$ cat src/rtl/apb_master.sv
// APB master: a small command FIFO feeding a single-outstanding APB transfer FSM.
// Reads hold in RD_WAIT for READ_LAT cycles before prdata is captured.
module apb_master #(
    parameter int unsigned CMD_DEPTH = 4,
    parameter int unsigned READ_LAT  = 1
) (
    input  logic        clk,
    input  logic        rst_n,
    input  logic        cmd_valid,
    output logic        cmd_ready,
    input  logic        cmd_write,
    input  logic [7:0]  cmd_addr,
    input  logic [31:0] cmd_wdata,
    output logic        rsp_valid,
    output logic [31:0] rsp_rdata,
    output logic        busy,
    output logic [15:0] wr_cnt,
    output logic [15:0] rd_cnt,
    output logic [7:0]  paddr,
    output logic        pwrite,
    output logic        psel,
    output logic        penable,
    output logic [31:0] pwdata,
    input  logic [31:0] prdata
);

    typedef enum logic [1:0] {IDLE, SETUP, ACCESS, RD_WAIT} state_e;

    typedef struct packed {
        logic        write;
        logic [7:0]  addr;
        logic [31:0] wdata;
    } cmd_t;

    localparam int unsigned PW        = (CMD_DEPTH > 1) ? $clog2(CMD_DEPTH) : 1;
    localparam logic [PW:0] FULL_CNT  = (PW+1)'(CMD_DEPTH);
    localparam logic [1:0]  LAST_WAIT = 2'(READ_LAT - 1);

    cmd_t          fifo_q [CMD_DEPTH];
    cmd_t          head;
    logic [PW-1:0] wr_ptr_q, rd_ptr_q;
    logic [PW:0]   count_q, count_d;
    logic          push, pop, fifo_empty;

    state_e        state_q, state_d;
    logic [1:0]    wait_q, wait_d;
    logic          start;
    logic          psel_q, psel_d, penable_q, penable_d, pwrite_q, pwrite_d;
    logic [7:0]    paddr_q, paddr_d;
    logic [31:0]   pwdata_q, pwdata_d;
    logic          rsp_valid_q, rsp_valid_d;
    logic [31:0]   rsp_rdata_q, rsp_rdata_d;
    logic [15:0]   wr_cnt_q, wr_cnt_d, rd_cnt_q, rd_cnt_d;

    assign cmd_ready  = (count_q != FULL_CNT);
    assign fifo_empty = (count_q == '0);
    assign push       = cmd_valid && cmd_ready;
    assign head       = fifo_q[rd_ptr_q];
    assign busy       = (state_q != IDLE) || !fifo_empty;

    always_ff @(posedge clk) begin
        if (push) begin
            fifo_q[wr_ptr_q] <= {cmd_write, cmd_addr, cmd_wdata};
        end
    end

    always_comb begin
        count_d = count_q;
        case ({push, pop})
            2'b10:   count_d = count_q + 1'b1;
            2'b01:   count_d = count_q - 1'b1;
            default: count_d = count_q;
        endcase
    end

    always_ff @(posedge clk or negedge rst_n) begin
        if (!rst_n) begin
            wr_ptr_q <= '0;
            rd_ptr_q <= '0;
            count_q  <= '0;
        end else begin
            if (push) wr_ptr_q <= wr_ptr_q + 1'b1;
            if (pop)  rd_ptr_q <= rd_ptr_q + 1'b1;
            count_q <= count_d;
        end
    end

    always_comb begin
        state_d     = state_q;
        wait_d      = wait_q;
        start       = 1'b0;
        pop         = 1'b0;
        psel_d      = psel_q;
        penable_d   = penable_q;
        pwrite_d    = pwrite_q;
        paddr_d     = paddr_q;
        pwdata_d    = pwdata_q;
        rsp_valid_d = 1'b0;
        rsp_rdata_d = rsp_rdata_q;
        wr_cnt_d    = wr_cnt_q;
        rd_cnt_d    = rd_cnt_q;
        case (state_q)
            IDLE: begin
                start = !fifo_empty;
            end
            SETUP: begin
                state_d   = ACCESS;
                penable_d = 1'b1;
            end
            ACCESS: begin
                psel_d    = 1'b0;
                penable_d = 1'b0;
                if (pwrite_q) begin
                    wr_cnt_d = wr_cnt_q + 16'd1;
                    start    = !fifo_empty;
                    state_d  = IDLE;
                end else begin
                    wait_d  = '0;
                    state_d = RD_WAIT;
                end
            end
            RD_WAIT: begin
                if (wait_q == LAST_WAIT) begin
                    rsp_valid_d = 1'b1;
                    rsp_rdata_d = prdata;
                    rd_cnt_d    = rd_cnt_q + 16'd1;
                    start       = !fifo_empty;
                    state_d     = IDLE;
                end else begin
                    wait_d = wait_q + 1'b1;
                end
            end
            default: state_d = IDLE;
        endcase
        // Every route into SETUP (from IDLE, write ACCESS, end of RD_WAIT) pops here.
        if (start) begin
            pop       = 1'b1;
            state_d   = SETUP;
            psel_d    = 1'b1;
            penable_d = 1'b0;
            pwrite_d  = head.write;
            paddr_d   = head.addr;
            pwdata_d  = head.wdata;
        end
    end

    always_ff @(posedge clk or negedge rst_n) begin
        if (!rst_n) begin
            state_q     <= IDLE;
            wait_q      <= '0;
            psel_q      <= 1'b0;
            penable_q   <= 1'b0;
            pwrite_q    <= 1'b0;
            paddr_q     <= '0;
            pwdata_q    <= '0;
            rsp_valid_q <= 1'b0;
            rsp_rdata_q <= '0;
            wr_cnt_q    <= '0;
            rd_cnt_q    <= '0;
        end else begin
            state_q     <= state_d;
            wait_q      <= wait_d;
            psel_q      <= psel_d;
            penable_q   <= penable_d;
            pwrite_q    <= pwrite_d;
            paddr_q     <= paddr_d;
            pwdata_q    <= pwdata_d;
            rsp_valid_q <= rsp_valid_d;
            rsp_rdata_q <= rsp_rdata_d;
            wr_cnt_q    <= wr_cnt_d;
            rd_cnt_q    <= rd_cnt_d;
        end
    end

    assign psel      = psel_q;
    assign penable   = penable_q;
    assign pwrite    = pwrite_q;
    assign paddr     = paddr_q;
    assign pwdata    = pwdata_q;
    assign rsp_valid = rsp_valid_q;
    assign rsp_rdata = rsp_rdata_q;
    assign wr_cnt    = wr_cnt_q;
    assign rd_cnt    = rd_cnt_q;

endmodule
$ cat config.mk
export PLATFORM = sky130hd
export DESIGN_NAME = apb_master
export DESIGN_NICKNAME = d
export VERILOG_FILES = /design/src/rtl/apb_master.sv
export SDC_FILE = /design/constraint.sdc
export NUM_CORES = 1
export LEC_CHECK = 0
export BUFFER_PORTS_ARGS = -buffer_cell sky130_fd_sc_hd__buf_2
export CELL_PAD_IN_SITES_DETAIL_PLACEMENT = 0
export CELL_PAD_IN_SITES_GLOBAL_PLACEMENT = 1
export CORE_MARGIN = 2
export CORE_UTILIZATION = 45
export CTS_CLUSTER_DIAMETER = 50
export DETAILED_ROUTE_END_ITERATION = 6
export PLACE_DENSITY = 0.82
export SLEW_MARGIN = 20
export SYNTH_ARGS = -nofsm -noshare
export SYNTH_HDL_FRONTEND = slang
export SYNTH_SLANG_ARGS = --single-unit
export TNS_END_PERCENT = 10
$ cat constraint.sdc
create_clock -name clk -period 4.7 [get_ports clk]
set_input_delay 0.94 -clock clk [delete_from_list [all_inputs] [get_ports clk]]
set_output_delay 0.94 -clock clk [all_outputs]
set_load 0.005 [all_outputs]
==> flow_summary_export.csv <==
group,metric,value,unit
status,status,"finished, final reports clean",
floorplan,start_util,0.459,
synthesis,netlist_area,10800,um2
timing,fin_crit_sh,0.616,
synthesis,synthesis.nets,717,
setup_path,critPathLaunchType,"flop",
timing,min_period,2890,ps
power,powerDensity,657,nW/um2
placement,numPortBuffers,185,
floorplan,fp.dieW,159,um
clocking,cts_tree,"built",
grt,grt_usage,0.161,
setup_path,cp-end-kind,"flop",
synthesis,yosysMostFrequentCell,"edfxtp_1",
synthesis,syn_inst,632,
timing,grt_setup_unrepaired,"false",
placement,place_congestion,0.776,
clocking,clk_path_buf_depth,3,
synthesis,synthFlopType,"edfxtp_1",
floorplan,dieArea,25200,um2
setup_path,r2r_slack,1810,ps
setup_path,cp_max_fo,46,
min_path,hold_class,"reg2reg",
clocking,cts_setup_buffers,0,
clocking,insertion_delay,550,ps
finish,fill_cells,1893,
route,via_per_inst,5.01,
floorplan,rows,56,
grt,grt_pass1_wl,32600,um
clocking,h-tree-depth,1,
finish,seqCellArea,7910,um2
clocking,clkTransAtPathRegs,60,ps
setup_path,critical_path_required,5170,ps
clocking,cts_resized,0,
synthesis,yosys_register_bits,283,
finish,drive_gt1_frac,0.391,
timing,worstMarginPinSlew,1080,ps
grt,grt_max_degree,96,
synthesis,synth_top_area_frac,0.457,
route,wire_per_inst,17.1,um
setup_path,path_class,"reg2reg",
grt,grt_pass1_vias,6049,
route,drtIter0Drc,355,
floorplan,fp.dieH,159,um
route,vias,5890,
synthesis,synth_edf_count,164,
setup_path,worstPathArrival,3360,ps
timing,slew_headroom,0.278,
route,firstDrtPassIters,4,
route,totalWireLength,20100,um
synthesis,synthTopCellsByCount,"edfxtp_1 (164), nand2_1 (121), dfrtp_1 (119)",
grt,grt_antenna_before_repair,2,
synthesis,yosysTopAreaCell,"edfxtp_1",
clocking,clk_root_buffer_cell,"clkbuf_16",
finish,synthToLayoutAreaGrowth,21.2,%
synthesis,synth.avg_cell_area,17.0,um2
power,max-vdd-ir-drop,0.000450,V
clocking,cts_num_sinks,283,
timing,slew_violations,0,
floorplan,core_area,23500,um2
finish,multi_input_area,2700,um2
placement,place_hpwl,12400,um
timing,finClkSkew,12.9,ps
power,p_total,8.58,mW
power,power.leakage,5.37,nW
synthesis,synthTopCellsByArea,"edfxtp_1 (46%), dfrtp_1 (28%), mux4_2 (8.6%)",
synthesis,post_synth_num_cell_types,36,
clocking,cts_hold_buf,0,
synthesis,synth_warnings,0,
run,maxCapViolations,0,
clocking,numCtsBuffers,31,
timing,max_freq,0.346,GHz
synthesis,async_flop_share,0.420,
floorplan,ioPinCount,186,
timing,tns,0,ps
route,postRouteAntennaNets,0,
grt,overflow,0,
timing,setup_viol_count_final,0,
finish,layout.nets,915,
route,drc,0,
timing,hold_viol,0,
synthesis,synth-seq-area-share,0.734,
[state kept, by name (all words and copies together), names as in the netlist]
| register | cells |
|---|---|
| rsp_valid | 1 |
| count_q | 3 |
| wr_cnt | 16 |
| pwrite | 1 |
| wr_ptr_q | 2 |
| pwdata | 32 |
| wait_q | 2 |
| rsp_rdata | 32 |
| rd_ptr_q | 2 |
| fifo_q | 164 |
| rd_cnt | 16 |
| penable | 1 |
| state_q | 2 |
| paddr | 8 |
| psel | 1 |
[logic make-up (layout without fill, tap and decap cells)]
group                      Yosys count  count (layout)  synth area share
AOI/OAI and AO/OA                   14              14           0.00906
DFF                                283             283             0.734
buffers and inverters               36             259            0.0172
xor gates and xnor gates            36              36            0.0293
and+or+nand+nor                    171             171            0.0699
other                                0               1                 0
adders and majority gates            9               9            0.0112
muxes                               83              83             0.130
[layer usage]
metal	track usage	routed length (um)	up-vias
met3	0.0342	1250	33
met1	0.233	9400	2943
met4	0.0354	360	2
met2	0.255	9100	186
met5	0	7	-
li1	-	-	2726
[power breakdown]
part / switching, mW / internal (mW)
Sequential: 0.487 / 3.38
Clock: 1.01 / 1.39
Combinational: 1.09 / 1.22
[area by class of cell]
| cell class | instances | area share |
|---|---|---|
| antenna | 1 | 0.000192 |
| clock buffer | 35 | 0.0629 |
| clock inverter | 23 | 0.0168 |
| inverter | 13 | 0.00374 |
| multi-input combinational | 313 | 0.207 |
| sequential | 283 | 0.606 |
| tap | 319 | 0.0306 |
| timing repair buffer | 188 | 0.0731 |
[worst paths after layout]
path / cells after the start / endpoint / startpoint
max in group asynchronous: 2 / pwdata[28]$_DFFE_PN0P_ / rst_n
min in group asynchronous: 1 / wr_cnt[12]$_DFFE_PN0P_ / rst_n
setup / recovery: 11 / count_q[2]$_DFFE_PN0P_ / wait_q[0]$_DFFE_PN0P_
hold reg to reg: 2 / rsp_rdata[21]$_DFFE_PN0P_ / rsp_rdata[21]$_DFFE_PN0P_
hold / removal: 2 / rsp_rdata[21]$_DFFE_PN0P_ / rsp_rdata[21]$_DFFE_PN0P_
setup reg to reg: 11 / count_q[2]$_DFFE_PN0P_ / wait_q[0]$_DFFE_PN0P_
[cells in the final DEF, fill, tap and decap left out, types with 11 or more instances in the layout]
cell type / instances
mux2_2: 39
nand2_1: 121
clkbuf_16: 31
inv_1: 12
mux4_2: 41
xnor2_1: 25
xor2_1: 11
nand3_1: 15
buf_2: 184
edfxtp_1: 164
dfrtp_1: 117
[critical path, stage by stage, from the launching register on]
cell and delay (ps):
dfrtp_1 410, inv_1 70, ha_1 250, nand2_1 140, a211oi_4 250, buf_4 560, ha_1 300, inv_1 60
fa_1 370, xor2_1 150, nor2_1 110, xor2_1 150
[stage by stage]
stage	setup slack, ps	cells	hold slack, ps	area, um2	utilization
floorplan	2200	632	464	10800	-
global placement	1860	1116	453	12000	0.511
detailed placement	1820	1116	457	12000	0.511
CTS	1810	1174	471	13000	0.555
global route	1640	1174	496	13100	0.556
finish	1810	1175	468	13100	0.556
No activity file was read; power rests on OpenSTA's default activity.
